## src/rtl/sevenseg_reader.sv

```systemverilog
// sevenseg_reader
// Receive side of the multiplexed seven-segment display path. It samples an
// active-low segment bus and its active-low digit enables, filters each digit
// for stability, and collects one accepted value per digit into a staging
// frame. Once every digit has been refreshed, the frame goes out on a
// valid/ready handshake.
//
// Parameters:
//   NUM_DIGITS    - digits on the bus (1..8)
//   STABLE_CYCLES - identical consecutive samples needed to accept a digit (1..255)
//
// Ports:
//   clk          in   rising-edge clock
//   reset_n      in   asynchronous active-low reset
//   seg[6:0]     in   segment lines, active-low, GFEDCBA (bit0 = A)
//   an[N-1:0]    in   digit enables, active-low, bit i = digit i
//   frame_valid  out  frame_* outputs hold a complete frame
//   frame_ready  in   consumer accepts the frame
//   frame_digits out  nibble i = digit i (digit 0 in bits [3:0])
//   frame_blank  out  digit i was dark
//   frame_inv    out  digit i showed an undecodable pattern
//   anode_err    out  one-cycle pulse, more than one anode was active
//   overrun      out  one-cycle pulse, a completed frame was dropped
//
// Build option: define SEVENSEG_READER_HEX_EN to also decode the letters A-F.
// Without it those six patterns are reported as invalid.

module sevenseg_reader #(
  parameter int NUM_DIGITS    = 4,
  parameter int STABLE_CYCLES = 16
) (
  input  logic                      clk,
  input  logic                      reset_n,
  input  logic [6:0]                seg,
  input  logic [NUM_DIGITS-1:0]     an,
  output logic                      frame_valid,
  input  logic                      frame_ready,
  output logic [4*NUM_DIGITS-1:0]   frame_digits,
  output logic [NUM_DIGITS-1:0]     frame_blank,
  output logic [NUM_DIGITS-1:0]     frame_inv,
  output logic                      anode_err,
  output logic                      overrun
);

  localparam int IW = (NUM_DIGITS > 1) ? $clog2(NUM_DIGITS) : 1;
  localparam logic [7:0] STABLE = 8'(STABLE_CYCLES);

  // Segment pattern to {inv, blank, nibble}.
  function automatic logic [5:0] decode(input logic [6:0] p);
    case (p)
      7'b1000000: decode = {2'b00, 4'h0};
      7'b1111001: decode = {2'b00, 4'h1};
      7'b0100100: decode = {2'b00, 4'h2};
      7'b0110000: decode = {2'b00, 4'h3};
      7'b0011001: decode = {2'b00, 4'h4};
      7'b0010010: decode = {2'b00, 4'h5};
      7'b0000010: decode = {2'b00, 4'h6};
      7'b1111000: decode = {2'b00, 4'h7};
      7'b0000000: decode = {2'b00, 4'h8};
      7'b0010000: decode = {2'b00, 4'h9};
`ifdef SEVENSEG_READER_HEX_EN
      7'b0001000: decode = {2'b00, 4'hA};
      7'b0000011: decode = {2'b00, 4'hB};
      7'b1000110: decode = {2'b00, 4'hC};
      7'b0100001: decode = {2'b00, 4'hD};
      7'b0000110: decode = {2'b00, 4'hE};
      7'b0001110: decode = {2'b00, 4'hF};
`endif
      7'b1111111: decode = {2'b01, 4'h0};
      default:    decode = {2'b10, 4'h0};
    endcase
  endfunction

  logic [IW-1:0]          prev_idx;
  logic [6:0]             prev_pat;
  logic [7:0]             run;
  logic [7:0]             run_next;
  logic [IW-1:0]          idx;
  logic [3:0]             low_cnt;
  logic                   valid_smp;
  logic                   err_smp;
  logic                   same;
  logic                   accept;
  logic                   complete;
  logic [5:0]             dec;
  logic [NUM_DIGITS-1:0]  seen;
  logic [NUM_DIGITS-1:0]  seen_set;
  logic [NUM_DIGITS-1:0]  seen_next;
  logic [4*NUM_DIGITS-1:0] stage_digits;
  logic [NUM_DIGITS-1:0]  stage_blank;
  logic [NUM_DIGITS-1:0]  stage_inv;

  // Classify the anode bus: count active enables and find the selected digit.
  always_comb begin
    low_cnt = 4'd0;
    idx     = '0;
    for (int i = 0; i < NUM_DIGITS; i++) begin
      low_cnt = low_cnt + {3'd0, ~an[i]};
      idx     = an[i] ? idx : IW'(i);
    end
    valid_smp = (low_cnt == 4'd1);
    err_smp   = (low_cnt > 4'd1);
  end

  // Run counter update and one-shot acceptance detection.
  always_comb begin
    dec = decode(seg);
    // run != 0 means the previous sample was valid, so prev_* are meaningful.
    same = valid_smp && (run != 8'd0) && (idx == prev_idx) && (seg == prev_pat);
    if (same) begin
      run_next = (run == 8'hFF) ? run : run + 8'd1;
    end else if (valid_smp) begin
      run_next = 8'd1;
    end else begin
      run_next = 8'd0;
    end
    // A saturated run that stays at 255 must not re-accept.
    accept   = valid_smp && (run_next == STABLE) && !(same && (run == 8'hFF));
    complete = &seen;
    seen_set = NUM_DIGITS'(accept) << idx;
    // Completion clears seen on the same edge that a new acceptance may set a bit.
    seen_next = (complete ? '0 : seen) | seen_set;
  end

  // Sampler state: last valid index/pattern and the saturating run length.
  always_ff @(posedge clk or negedge reset_n) begin
    if (!reset_n) begin
      prev_idx <= '0;
      prev_pat <= 7'd0;
      run      <= 8'd0;
    end else begin
      run <= run_next;
      if (valid_smp) begin
        prev_idx <= idx;
        prev_pat <= seg;
      end
    end
  end

  // Staging frame and per-digit refresh tracking.
  always_ff @(posedge clk or negedge reset_n) begin
    if (!reset_n) begin
      seen         <= '0;
      stage_digits <= '0;
      stage_blank  <= '0;
      stage_inv    <= '0;
    end else begin
      seen <= seen_next;
      if (accept) begin
        stage_digits[idx*4 +: 4] <= dec[3:0];
        stage_blank[idx]         <= dec[4];
        stage_inv[idx]           <= dec[5];
      end
    end
  end

  // Output frame, handshake and status pulses.
  always_ff @(posedge clk or negedge reset_n) begin
    if (!reset_n) begin
      frame_valid  <= 1'b0;
      frame_digits <= '0;
      frame_blank  <= '0;
      frame_inv    <= '0;
      anode_err    <= 1'b0;
      overrun      <= 1'b0;
    end else begin
      anode_err <= err_smp;
      overrun   <= complete && frame_valid && !frame_ready;
      if (complete && (!frame_valid || frame_ready)) begin
        frame_valid  <= 1'b1;
        frame_digits <= stage_digits;
        frame_blank  <= stage_blank;
        frame_inv    <= stage_inv;
      end else if (frame_valid && frame_ready) begin
        frame_valid <= 1'b0;
      end
    end
  end

endmodule
```

## config.mk

```make
export PLATFORM = sky130hd
export DESIGN_NAME = sevenseg_reader
export DESIGN_NICKNAME = d
export VERILOG_FILES = /design/src/rtl/sevenseg_reader.sv
export SDC_FILE = /design/constraint.sdc
export NUM_CORES = 1
export LEC_CHECK = 0
export CORE_ASPECT_RATIO = 0.75
export CORE_MARGIN = 8
export CORE_UTILIZATION = 50
export DETAILED_ROUTE_END_ITERATION = 8
export PLACE_DENSITY = 0.81
export SLEW_MARGIN = 20
export SYNTH_ARGS = -nofsm -noshare
export SYNTH_HDL_FRONTEND = slang
export SYNTH_SLANG_ARGS = --single-unit
```

## constraint.sdc

```tcl
create_clock -name clk -period 2.6 [get_ports clk]
set_input_delay 0.52 -clock clk [delete_from_list [all_inputs] [get_ports clk]]
set_output_delay 0.52 -clock clk [all_outputs]
set_load 0.01 [all_outputs]
```

==> results.cfg, run 1 <==
[setup_path]
cp_max_fo = 7
max_stage_delay_ns = 0.56
cp_cell_sequence = buf_6, fa_1, inv_1, ha_2, inv_2, ha_4, nor3b_4, or4b_4, nor4_4, nand4_4, mux2_2
cp.arrival_ns = 3.28
crit_family = simple AND/OR/NAND/NOR gates
path_buf_inv = 3
cp_slowest_cell = or4b_4
crit_type = in -> reg
worst_ep_required_time_ns = 2.84
cp-end-kind = flop
start_kind = input port

[layout]
drive_above_1_share_pct = 38.5
fillers = 474
instances_no_fill = 427
multi_input_area_sq_um = 1610
final_nets = 358
antennaDiodeCount = 0
area_growth_pct = 32.4
regArea_sq_um = 1800

[logic_synthesis]
synthArstFlopShare_pct = 100
yosysTopAreaCellShare_pct = 53.7
yosysWarnings = 0
synthesis.nets = 289
synth_cell_types = 45
ys.flop_type = dfrtp_1
synth_area_sq_um = 3360
synth_area_leaders = dfrtp_1, mux2_2, ha_1
synth_edf_count = 0
syn_area_per_cell_sq_um = 12.5
ys_seq_area_share_pct = 53.7
synth_largest_area_cell = dfrtp_1
ys_ff_latch = 72
synth_cells = 269

[placed_design]
io_buffers = 40
place_inst = 406
gp_congestion = 0.816
dpl.hpwl_microns = 5240

[timing]
finalClockSkew_ns = 0.00802
rsz0062_at_grt = yes
final-setup-viol-count = 28
timing_hold_violations_final = 0
final.setup.tns_ns = -10.31
slew_viol_final = 0
post-route-period-util_pct = 117
fin_ws_ns = -0.440
worstMarginPinSlew_ns = 0.801
relSlewSlack_pct = 46.5
min_period_ns = 3.04
fmax_mhz = 329

[clock_network]
cts_hold_buf = 0
cts.sinks = 72
cts-root-buf = clkbuf_8
cts_tree = done
numCtsBuffers = 9
path_clk_slew_ns = 0.08
clockBufferDepth = 2
clk_latency_ns = 0.35
cts_max_level = 3

[grt]
grt_max_degree = 26
grt_pass1_wl_microns = 12200
grt-ovfl-total = 0
grt_usage_pct = 15.8
grt_antenna_before_repair = 0
grt_busiest_layer = met2
grt_pass1_vias = 2433
grtUsageMet3_pct = 4.61
use_met1_pct = 19.5
grt_use_met2_pct = 25.2

[power]
p_leak_nw = 2.05
p_per_area_nw_per_um2 = 600
ir_worst_vdd_mv = 0.408

[detailed_routing]
totalWireLength_microns = 7540
via_per_inst = 5.58
drt_iter0_drc = 104
ant_nets = 0
via_count = 2384
wl_per_cell_microns = 17.7
drtPass1Iterations = 4
drc = 0

[run_status]
status = complete, but fails checks
violations = setup timing

[floorplanning]
core_sq_um = 6670
ios = 41
start_util_pct = 50.3
row_count = 26
fp.dieW_microns = 111
fp.dieArea_sq_um = 9620
die_h_microns = 87.0

[run]
drv_cap = 0

[min_path]
hp-class = in -> async
-- per-stage QoR --
step	hold slack, ns	instance area, sq um	util [%]	power (W)	setup slack [ns]
2_1_floorplan	0.224	3410	-	0.00144	-0.598
3_3_place_gp	0.454	4070	61.0	0.00155	-1.10
3_5_place_dp	0.479	4070	61.0	0.00157	-1.16
4_1_cts	0.164	4390	65.8	0.00267	-0.403
5_1_grt	0.183	4450	66.7	0.00278	-0.531
6_report	0.156	4450	66.7	0.00267	-0.440
-- per-layer routing --
metal,up-vias,routed length (microns)
met5,-,0
met4,0,215
met3,22,405
met2,78,3580
met1,1176,3340
li1,1108,-
-- registers in the layout, indices dropped and copies added (netlist names) --
name and cells:
anode_err 1, frame_blank 4, frame_digits 16, frame_inv 4
frame_valid 1, overrun 1, prev_idx 2, prev_pat 7
run 8, seen 4, stage_blank 4, stage_digits 16
stage_inv 4
-- path summary, 6_finish.rpt --
check                      slack (ns)  cells after the start                           end                         start
max                             -0.44                     11   stage_digits[2]$_DFFE_PN0P_                         an[3]
min                              0.16                      1              run[3]$_DFF_PN0_                       reset_n
max reg2reg                      0.08                      6   stage_digits[6]$_DFFE_PN0P_              run[0]$_DFF_PN0_
min reg2reg                      0.50                      1  frame_digits[12]$_DFFE_PN0P_  stage_digits[12]$_DFFE_PN0P_
max in group asynchronous        1.85                      2       prev_idx[0]$_DFFE_PN0P_                       reset_n
min in group clk                 0.50                      1  frame_digits[12]$_DFFE_PN0P_  stage_digits[12]$_DFFE_PN0P_
-- cells in the mapped netlist, types with 3 or more instances --
| library cell | count |
|---|---|
| nand4_1 | 4 |
| dfrtp_1 | 72 |
| o21ai_0 | 3 |
| ha_1 | 5 |
| nand4_2 | 4 |
| and3_1 | 5 |
| nor2b_1 | 3 |
| a311oi_1 | 3 |
| clkbuf_1 | 13 |
| xnor2_1 | 5 |
| a21oi_1 | 4 |
| nor4_1 | 3 |
| nor2_1 | 15 |
| a31oi_1 | 3 |
| xor2_1 | 7 |
| inv_1 | 7 |
| nor4_2 | 3 |
| nand2_1 | 15 |
| nand3_1 | 8 |
| mux2_2 | 55 |
-- report_power, final --
part | internal [W] | total, W | switching [W]
logic | 0.000179 | 0.000340 | 0.000161
registers | 0.00118 | 0.00123 | 0.0000451
clock network | 0.000650 | 0.00110 | 0.000447
total | 0.00201 | 0.00267 | 0.000653
-- cell families (layout without fill, tap and decap cells) --
| family | after synthesis | in the layout | share of synthesized area (%) |
|---|---|---|---|
| buffers and inverters | 22 | 96 | 2.53 |
| XOR/XNOR | 12 | 12 | 3.13 |
| multiplexers | 55 | 55 | 18.4 |
| flip-flops | 72 | 72 | 53.7 |
| AO/OA/AOI/OAI | 24 | 24 | 4.96 |
| AND/OR/NAND/NOR | 78 | 78 | 14.8 |
| adder cells (fa/ha/maj) | 6 | 6 | 2.46 |
-- area by class of cell --
class / instances / share of cell area [%]
flip-flops and latches: 72 / 40.5
multi-input cells: 175 / 36.3
repair buffers: 73 / 14.6
clock inverters: 7 / 2.87
clock buffers: 9 / 2.79
well taps: 84 / 2.36
inverters: 7 / 0.591
-- what timing repair did --
action,in CTS,in global routing
resized for setup,22,9
setup buffers,3,2
pin swaps,12,5
endpoints found under the setup margin,36,36
-- cells in the final DEF (no fill, tap or decap), types with 4 or more instances in the layout --
| cell | Yosys | final |
|---|---|---|
| buf_4 | 0 | 29 |
| clkdlybuf4s50_1 | 0 | 36 |
| xor2_1 | 7 | 7 |
| inv_1 | 7 | 6 |
| clkbuf_8 | 0 | 9 |
| mux2_2 | 55 | 52 |
| dfrtp_1 | 72 | 72 |
| nor2_1 | 15 | 15 |
| nand2_1 | 15 | 11 |
| and3_1 | 5 | 5 |
| nand3_1 | 8 | 8 |
| a21oi_1 | 4 | 4 |
| buf_6 | 0 | 5 |
| nand4_1 | 4 | 4 |
| xnor2_1 | 5 | 5 |
Note: power is estimated with default switching activity, not from simulation.
==> run 2, diff against run 1 <==
- PLACE_DENSITY: 0.81 -> 0.8
==> run 2 against run 1 <==
Net effect: the flow still finishes with violations (setup timing); worst setup slack improved by 0.018 ns; final area is 1.2% higher; clock-buffer cell count stayed put; combinational power is 4% higher; cell count increased by 1.4%; clock skew is 0.0013 ns higher; worst hold slack gained 0.053 ns; clock power fell by 18%; die area unchanged; maximum frequency rose by 0.59%; via count is essentially flat; first-iteration DRC count rose by 36%; critical endpoint is now stage_digits[7]$_DFFE_PN0P_; highest routed layer unchanged.
==> results.cfg, run 2 (synthesis gave the netlist of run 1 again) <==
[run_status]
status = complete, but fails checks
violations = setup timing

[grt]
grt_pass1_vias = 2473
grt_use_met2_pct = 26.6
grtUsageMet3_pct = 5.17
grt_max_degree = 45
grt_usage_pct = 16.0
grt_pass1_wl_microns = 12400
grt-ovfl-total = 0
use_met1_pct = 19.5
grt_antenna_before_repair = 0
grt_busiest_layer = met2

[setup_path]
cp_max_fo = 7
cp-end-kind = flop
cp_slowest_cell = or4b_4
rr_worst_depth = 7
crit_type = in -> reg
cp.arrival_ns = 3.26
path_buf_inv = 3
cp_cell_sequence = buf_6, fa_1, inv_2, ha_4, inv_2, ha_4, nor3b_4, or4b_4, nor4b_4, nand4_4, mux2_4
crit_family = simple AND/OR/NAND/NOR gates
worst_ep_required_time_ns = 2.84
worstReg2RegStart = run[1]$_DFF_PN0_
crit_cells = 11
max_stage_delay_ns = 0.56
cp-startpoint = an[3]
start_kind = input port

[clock_network]
clk_latency_ns = 0.35
clockBufferDepth = 2
cts_hold_buf = 0
cts.sinks = 72
numCtsBuffers = 9
cts_max_level = 3
cts_tree = done
path_clk_slew_ns = 0.08
cts-root-buf = clkbuf_8

[timing]
final.setup.tns_ns = -10.35
relSlewSlack_pct = 46.6
post-route-period-util_pct = 116
finalClockSkew_ns = 0.00928
slew_viol_final = 0
fmax_mhz = 331
timing_hold_violations_final = 0
rsz0062_at_grt = yes
fin_ws_ns = -0.423
worstMarginPinSlew_ns = 0.800
min_period_ns = 3.02
final-setup-viol-count = 34

[floorplanning]
die_h_microns = 87.0
core_sq_um = 6670
start_util_pct = 50.3
fp.dieArea_sq_um = 9620
row_count = 26
fp.dieW_microns = 111
ios = 41

[placed_design]
dpl.hpwl_microns = 5040
gp_congestion = 0.826
io_buffers = 40
dp_slack_ns = -1.17

[power]
ir_worst_vdd_mv = 0.332
p_per_area_nw_per_um2 = 553
p_leak_nw = 2.06

[detailed_routing]
ant_nets = 0
wl_per_cell_microns = 17.3
via_count = 2386
drtPass1Iterations = 5
drc = 0
drt_iter0_drc = 141
totalWireLength_microns = 7490
via_per_inst = 5.51

[layout]
area_growth_pct = 34.0
final_common_cell = dfrtp_1
fillers = 500
antennaDiodeCount = 0
final_nets = 364
final_cell_mix = dfrtp_1, mux2_2, clkdlybuf4s50_1
reg.largest.list = frame_digits x16, stage_digits x16, run x8
drive_above_1_share_pct = 40.1

[run]
drv_cap = 0

[min_path]
hp-class = in -> async
[run 2: changes by cell type in the layout (fill, tap and decap cells not counted), moves of 2 or more]
cell	before	now
nor2_1	15	12
nand2_1	11	13
buf_6	5	9
bufinv_16	3	1
nand2_2	3	1
nor2_4	0	3
[run 2: worst paths after layout]
path                                           endpoint  slack [ns]
max in group asynchronous   stage_digits[1]$_DFFE_PN0P_        1.73
setup reg to reg           stage_digits[15]$_DFFE_PN0P_        0.14
hold reg to reg                       seen[0]$_DFF_PN0_        0.48
setup / recovery            stage_digits[7]$_DFFE_PN0P_       -0.42
min in group clk                      seen[0]$_DFF_PN0_        0.48
hold / removal               frame_blank[0]$_DFFE_PN0P_        0.21
[run 2: per-stage QoR]
step / power (W) / utilization [%] / cell area (sq um) / std cells / hold WS [ns]
CTS: 0.00249 / 65.8 / 4390 / 426 / 0.226
global placement: 0.00155 / 60.9 / 4060 / 404 / 0.450
global route: 0.00260 / 67.4 / 4500 / 433 / 0.258
detailed placement: 0.00157 / 60.9 / 4060 / 404 / 0.456
finish: 0.00249 / 67.4 / 4500 / 433 / 0.209
floorplan: 0.00144 / - / 3410 / 269 / 0.224
[run 2: per-layer routing]
layer / routed length (microns) / vias up
met5: 0 / -
met3: 370 / 8
met1: 3440 / 1201
met2: 3590 / 63
li1: - / 1114
met4: 87 / 0
[run 2: report_power, final]
group          switching (W)  internal [W]  total [W]  leakage (nW)
Sequential         0.0000448       0.00118    0.00123         0.980
Clock               0.000450      0.000454   0.000904         0.102
Combinational       0.000167      0.000189   0.000355         0.979
[run 2: repair_timing]
action,CTS,global route
pin swaps,12,9
setup endpoints to repair,36,36
resized for setup,28,14
setup buffers,6,8
[run 2: final cells by class]
cell class	instances	area (sq um)	share of cell area, %
clock buffers	9	124	2.75
clock inverters	7	80.1	1.78
inverters	7	26.3	0.584
multi-input cells	175	1640	36.4
flip-flops and latches	72	1800	40.1
well taps	84	105	2.34
repair buffers	79	722	16.1
